**src/rtl/pin_entry_frontend.sv**
```systemverilog
// pin_entry_frontend: debounced button front end issuing PIN strobes with failed-attempt lockout
module pin_entry_frontend #(
  parameter int DEBOUNCE_CYCLES = 20,
  parameter int CNT_W = 21,
  parameter int RESULT_WINDOW = 8,
  parameter int MAX_ATTEMPTS = 3,
  parameter int LOCKOUT_CYCLES = 64
) (
  input  logic       Clk,
  input  logic       Reset,
  input  logic       RawOpenClose,
  input  logic       RawPINChange,
  input  logic [3:0] RawPIN,
  input  logic       InvalidFlag,
  output logic [3:0] UserPINRead,
  output logic       OpenClosePush,
  output logic       PINChangePush,
  output logic       LockoutActive,
  output logic [2:0] AttemptCount
);
  typedef enum logic [1:0] {NORMAL, WAIT_RESULT, LOCKED} state_t;
  state_t state, state_n;
  logic [5:0] sync1, sync2;
  logic [1:0] db, db_d, armed, press, settle;
  logic [CNT_W-1:0] db_cnt [2];
  logic [CNT_W-1:0] win, win_n, lock, lock_n;
  logic [2:0] attempts_n, attempts_inc;
  logic [3:0] pin_n;
  logic inv_q, inv_hit, oc_n, pc_n;
  assign press = db & ~db_d & armed;
  assign inv_hit = InvalidFlag & (~inv_q | win == CNT_W'(RESULT_WINDOW - 1));
  assign attempts_inc = AttemptCount == 3'(MAX_ATTEMPTS) ? AttemptCount : AttemptCount + 3'd1;
  assign LockoutActive = state == LOCKED;
  always_ff @(posedge Clk) begin
    if (Reset) begin
      sync1 <= '0;
      sync2 <= '0;
      db <= '0;
      db_d <= '0;
      armed <= '0;
      settle <= '0;
      db_cnt[0] <= '0;
      db_cnt[1] <= '0;
      inv_q <= 1'b0;
      state <= NORMAL;
      win <= '0;
      lock <= '0;
      AttemptCount <= '0;
      UserPINRead <= '0;
      OpenClosePush <= 1'b0;
      PINChangePush <= 1'b0;
    end else begin
      sync1 <= {RawPIN, RawPINChange, RawOpenClose};
      sync2 <= sync1;
      db_d <= db;
      inv_q <= InvalidFlag;
      settle <= settle[1] ? settle : settle + 2'd1;
      for (int i = 0; i < 2; i++) begin
        armed[i] <= armed[i] | (settle[1] & ~sync2[i] & ~db[i]);
        if (sync2[i] == db[i]) db_cnt[i] <= '0;
        else if (db_cnt[i] == CNT_W'(DEBOUNCE_CYCLES - 1)) begin
          db[i] <= ~db[i];
          db_cnt[i] <= '0;
        end else db_cnt[i] <= db_cnt[i] + CNT_W'(1);
      end
      state <= state_n;
      win <= win_n;
      lock <= lock_n;
      AttemptCount <= attempts_n;
      UserPINRead <= pin_n;
      OpenClosePush <= oc_n;
      PINChangePush <= pc_n;
    end
  end
  always_comb begin
    state_n = state;
    win_n = win + CNT_W'(1);
    lock_n = lock + CNT_W'(1);
    attempts_n = AttemptCount;
    pin_n = UserPINRead;
    oc_n = 1'b0;
    pc_n = 1'b0;
    if (state == NORMAL) begin
      oc_n = press[0];
      pc_n = press[1] & ~press[0];
      win_n = '0;
      if (|press) begin
        pin_n = sync2[5:2];
        state_n = WAIT_RESULT;
      end
    end else if (state == WAIT_RESULT) begin
      if (inv_hit) begin
        attempts_n = attempts_inc;
        lock_n = '0;
        state_n = attempts_inc == 3'(MAX_ATTEMPTS) ? LOCKED : NORMAL;
      end else if (win == CNT_W'(RESULT_WINDOW - 1)) begin
        attempts_n = '0;
        state_n = NORMAL;
      end
    end else if (lock == CNT_W'(LOCKOUT_CYCLES - 1)) begin
      attempts_n = '0;
      state_n = NORMAL;
    end
  end
endmodule

```
**config.mk**
```make
export PLATFORM = sky130hd
export DESIGN_NAME = pin_entry_frontend
export DESIGN_NICKNAME = d
export VERILOG_FILES = /design/src/rtl/pin_entry_frontend.sv
export SDC_FILE = /design/constraint.sdc
export NUM_CORES = 1
export LEC_CHECK = 0
export ABC_AREA = 1
export CELL_PAD_IN_SITES_DETAIL_PLACEMENT = 2
export CELL_PAD_IN_SITES_GLOBAL_PLACEMENT = 2
export CORE_MARGIN = 4
export CORE_UTILIZATION = 30
export CTS_CLUSTER_DIAMETER = 60
export DETAILED_ROUTE_END_ITERATION = 6
export MAX_ROUTING_LAYER = met4
export PLACE_DENSITY_LB_ADDON = 0.1
export SYNTH_ARGS = -nofsm -noshare
export SYNTH_HDL_FRONTEND = slang
export SYNTH_SLANG_ARGS = --single-unit
```
**constraint.sdc**
```tcl
create_clock -name Clk -period 1.5 [get_ports Clk]
set_input_delay 0.15 -clock Clk [delete_from_list [all_inputs] [get_ports Clk]]
set_output_delay 0.15 -clock Clk [all_outputs]
set_load 0.01 [all_outputs]
```
Yosys cells after proc, flatten, opt, wreduce, memory -nomap -nowiden --
Memories as Yosys holds them, arrays and structs flattened. Index checks and enable logic that the tools add are counted.
Word-level totals: bits in registers 74, latch bits 0, RAM bits 42, bits in read-only memories 0, output and inout port bits 10, memories kept 1
Memories:
- db_cnt | words 2, width 21, rd ports 2, clocked after Yosys merged registers in 0, wr ports 2, RTL line 25 | logic [CNT_W-1:0] db_cnt [2];
Cells by class: add/sub/neg operators 6, $mul 0, divide/modulo/power cells 0, magnitude comparators 0, eq/ne operators 13, shifts and indexed selects 0, multiplexer cells 46, bitwise operators 27, reductions and logical operators 11
Operator list (number):
- $mux W21 | 9
- $add A21 B1 Y21 const B | 4
- $eq A21 B5 Y1 const B | 2
- $mux W1 | 24
- $eq A21 B3 Y1 const B | 1
- $eq A21 B6 Y1 const B | 1
- $mux W2 | 8
- $mux W3 | 5
- $not A1 Y1 | 9
- $or A1 B1 Y1 | 9
- $and A1 B1 Y1 | 6
- $eq A3 B2 Y1 const B | 2
- $reduce_and A2 Y1 | 3
- $reduce_and A3 Y1 | 2
- $reduce_or A2 Y1 | 3
- $and A2 B2 Y2 | 2
- $ne A4 B4 Y1 const B | 1
- $add A3 B1 Y3 const B | 1
- $ne A3 B3 Y1 const B | 1
- $reduce_bool A3 Y1 | 1
- $add A2 B1 Y2 const B | 1
- $eq A1 B1 Y1 | 2
- $eq A2 B1 Y1 const B | 1
- $eq A2 B2 Y1 const B | 1
- 4 further kinds | 4

Depth between registers and ports, before layout --
depth after elaboration 7, depth in mapped cells 10

Worst setup path before layout --
Ideal clock, no wire load.
path type register to register, from memory db_cnt[0][0], to memory db_cnt[0][20], data pin, setup time 0.260 ns, data arrival time 1.341 ns, data required time 1.240 ns, setup slack -0.101 ns, cell stages (with the launch flop) 9, period minus slack after synthesis 1.601 ns, path through edfxtp_1 -> ha_1 -> nand2_1 -> nor2_2 -> nand2_1 -> nor3_4 -> nand2_1 -> nor3_1 -> nor3_1
RTL lines (RTL line):
- start, declared | 25

==> reports/metrics.json <==
{
  "outcome": {"value": "complete, but fails checks"},
  "violations": {"value": "setup timing"},
  "endpoint_kind": {"value": "register"},
  "netlist_top_cells_area": {"value": "sky130_fd_sc_hd__dfxtp_1 (26%), sky130_fd_sc_hd__edfxtp_1 (22%), sky130_fd_sc_hd__nor2_1 (9.6%)"},
  "power.switching_fraction": {"value": 0.243},
  "clk_path_buf_depth": {"value": 2},
  "slew_viol_final": {"value": 0},
  "io_buffer_count": {"value": 18},
  "total_power_divided_by_cell_area": {"value": 908, "unit": "nW/µm²"},
  "power.switching": {"value": 0.00205, "unit": "W"},
  "number_of_enable_flip_flop_cells_after_synthesis": {"value": 42},
  "clkTransAtPathRegs": {"value": 0.06, "unit": "ns"},
  "dr.first_iter.drc_count": {"value": 194},
  "grt_antenna_before_repair": {"value": 0},
  "hold_violations": {"value": 0},
  "combinationalPowerShare": {"value": 0.090},
  "final_layout_size_suffix_gt1_frac": {"value": 0.404},
  "detail_route.drc_violations": {"value": 0},
  "syn_area_per_cell": {"value": 7.78, "unit": "µm²"},
  "setup_repair_after_global_routing_missed_its_margin": {"value": "true"},
  "antenna_cells_inserted": {"value": 0},
  "insertion_delay_of_the_later_clocked_pin_in_the_worst_skew_pair": {"value": 0.43, "unit": "ns"},
  "total_placed_cells_including_tap_cells": {"value": 1165},
  "synthDistinctLibCells": {"value": 37},
  "syn_inst": {"value": 746},
  "worstMarginPinSlew": {"value": 0.559, "unit": "ns"},
  "syn_to_final_growth": {"value": 59.9, "unit": "%"},
  "synth-async-reset-ratio": {"value": 0},
  "fp.dieH": {"value": 147, "unit": "µm"},
  "fin_hold_ws": {"value": 0.275, "unit": "ns"},
  "max_clock_freq": {"value": 0.526, "unit": "GHz"},
  "share_of_synthesized_area_occupied_by_flip_flops_and_latches": {"value": 0.473},
  "wire_per_inst": {"value": 19.7, "unit": "µm"},
  "worst_hold_path_type": {"value": "in2reg"},
  "finalWeightedCongestion": {"value": 0.784},
  "dr_pass1_iterations": {"value": 4},
  "hp_start": {"value": "RawOpenClose"},
  "timing.max_slew.rel_slack": {"value": 0.626},
  "grt_pass1_wl": {"value": 33800, "unit": "µm"},
  "die_x": {"value": 147, "unit": "µm"},
  "place_hpwl": {"value": 13500, "unit": "µm"},
  "drt_wl_total": {"value": 24500, "unit": "µm"},
  "holdBufCountCts": {"value": 0},
  "stdcell_count": {"value": 1244},
  "p_int": {"value": 0.00638, "unit": "W"},
  "cts_made_buffers": {"value": 17},
  "i_o_pin_count": {"value": 19},
  "setup-violations-final": {"value": 46},
  "total_power": {"value": 0.00843, "unit": "W"},
  "dp_slack": {"value": -0.277, "unit": "ns"},
  "via_count_of_the_first_global_routing_pass": {"value": 6603},
  "final_min_period_over_clock_period": {"value": 1.27},
  "postSynth.topFlopCell": {"value": "sky130_fd_sc_hd__dfxtp_1"},
  "nNetsFinal": {"value": 985},
  "fin_ws": {"value": -0.402, "unit": "ns"},
  "cp_data_required_time": {"value": 1.66, "unit": "ns"},
  "root_buffer": {"value": "sky130_fd_sc_hd__clkbuf_16"},
  "grt_start_max_net_pins": {"value": 22},
  "worstPathArrival": {"value": 2.06, "unit": "ns"},
  "placed_area": {"value": 7310, "unit": "µm²"},
  "yosysWarningCount": {"value": 0},
  "grt.overflow.total": {"value": 0},
  "leakagePower": {"value": 3.76, "unit": "nW"},
  "netlist_area": {"value": 5800, "unit": "µm²"},
  "postRouteAntennaNets": {"value": 0},
  "cts.htree.levels": {"value": 4},
  "ir_drop": {"value": 0.000829, "unit": "V"},
  "number_of_standard_cell_rows_in_the_floorplan": {"value": 50},
  "core": {"value": 18900, "unit": "µm²"},
  "power_frac_seq": {"value": 0.408},
  "initial_utilization": {"value": 0.307},
  "post_drt_via_cell_ratio": {"value": 4.73},
  "power_share_of_the_clock_group": {"value": 0.502},
  "ys_ff_latch": {"value": 116},
  "netlist.area_leader.share": {"value": 0.255},
  "vias": {"value": 5882},
  "setup.worst_path.start": {"value": "db_cnt[0][0]"},
  "grt_use_total": {"value": 0.202},
  "cts_sink_count": {"value": 116},
  "library_cell_occupying_the_most_area_in_the_post_synthesis_netlist": {"value": "sky130_fd_sc_hd__dfxtp_1"},
  "clock_skew": {"value": 0.0120, "unit": "ns"},
  "die-area": {"value": 21600, "unit": "µm²"},
  "timing_worst_setup_path_type": {"value": "reg2reg"},
  "rr_startpoint": {"value": "db_cnt[0][0]"},
  "cts_tree": {"value": "yes"},
  "layout.cell_area.non_filler": {"value": 9280, "unit": "µm²"},
  "fillCellCount": {"value": 2093},
  "post-synth-top-count-cell": {"value": "sky130_fd_sc_hd__nor2_1"},
  "timing.final.crit_period": {"value": 1.90, "unit": "ns"},
  "critPathMaxFanout": {"value": 7},
  "max-cap-violations": {"value": 0},
  "yosys-top-cells-count": {"value": "sky130_fd_sc_hd__nor2_1 (148), sky130_fd_sc_hd__nand2_1 (143), sky130_fd_sc_hd__inv_1 (82), sky130_fd_sc_hd__dfxtp_1 (74)"},
  "critPathLaunchType": {"value": "register"}
}
[logic make-up after synthesis]
| logic type | after synthesis | share of synthesized area |
|---|---|---|
| DFF | 116 | 0.473 |
| and+or+nand+nor | 428 | 0.346 |
| AOI/OAI and AO/OA | 62 | 0.0561 |
| buffers and inverters | 105 | 0.0701 |
| adders and majority gates | 5 | 0.0108 |
| other | 1 | 0.000646 |
| xor gates and xnor gates | 29 | 0.0438 |
[state kept, by name, indices dropped and copies added (netlist names), 2 cells and up]
register	count
db_d	2
armed	2
win	21
db_cnt	42
settle	2
AttemptCount	3
sync2	6
UserPINRead	4
sync1	6
state	2
db	2
lock	21
[routing by layer]
metal | up-vias | track usage | share of wire
met3 | 47 | 0.0349 | 0.025
met1 | 2921 | 0.221 | 0.40
li1 | 2821 | - | -
met2 | 93 | 0.368 | 0.55
met5 | - | - | 0
met4 | 0 | 0.0746 | 0.026
[critical path, cell delays in order (launching register included)]
cell                       delay, ns
sky130_fd_sc_hd__edfxtp_1       0.43
sky130_fd_sc_hd__ha_4           0.19
sky130_fd_sc_hd__nand2_4        0.06
sky130_fd_sc_hd__nor2_4         0.12
sky130_fd_sc_hd__nand2_2        0.10
sky130_fd_sc_hd__nor3_4         0.18
sky130_fd_sc_hd__buf_6          0.18
sky130_fd_sc_hd__xor2_1         0.25
sky130_fd_sc_hd__nor2_1         0.11
[what timing repair did]
item                                    CTS  global route
endpoints found under the setup margin   78            81
buffers inserted                         22            21
pin swaps                                38            52
cloned                                    3             6
gates resized for setup                  79           159
[area by class of cell]
cell class	instances	area (µm²)	area share
flip-flops and latches	116	2780	0.299
repair buffers	176	1610	0.174
multi-input cells	566	3590	0.387
well taps	260	325	0.0351
clock buffers	25	549	0.0592
clock inverters	7	62.6	0.00674
inverters	94	363	0.0391
[final timing paths]
path	to	slack (ns)	cells past startpoint
worst min register to register	sync2[4]	0.41	2
worst max register to register	db_cnt[0][10]	-0.40	8
worst max-delay path	db_cnt[0][10]	-0.40	8
worst min-delay path	sync1[0]	0.27	3
[per-stage QoR]
step / setup TNS, ns / util
floorplan: -0.129 / -
global placement: -5.55 / 0.387
detailed placement: -10.35 / 0.387
CTS: -6.73 / 0.448
global route: -16.90 / 0.491
finish: -11.42 / 0.491
[layout by cell type (no fill, tap or decap), drive strengths merged]
cell,n
conb,42
o211ai,1
dlymetal6s2s,1
nor3b,12
nand4,17
bufinv,1
xnor2,8
ha,5
nor4,3
nand3,34
edfxtp,42
a31oi,3
inv,93
clkinv,6
clkinvlp,1
a21oi,43
dlygate4sd2,2
nor3,38
or2,7
nand3b,2
dfxtp,74
buf,153
clkbuf,31
o21ai,13
nor2,166
nand2,149
clkdlybuf4s50,14
xor2,21
o21a,2
[power by group through the flow]
stage	clock network (W)	registers, W	logic, W
after floorplan	0	0.00348	0.000248
after global placement	0	0.00348	0.000492
after detailed placement	0	0.00349	0.000521
after CTS	0.00426	0.00344	0.000600
after global routing	0.00444	0.00345	0.000822
final	0.00423	0.00344	0.000760
Note: power is estimated with default switching activity, not from simulation.
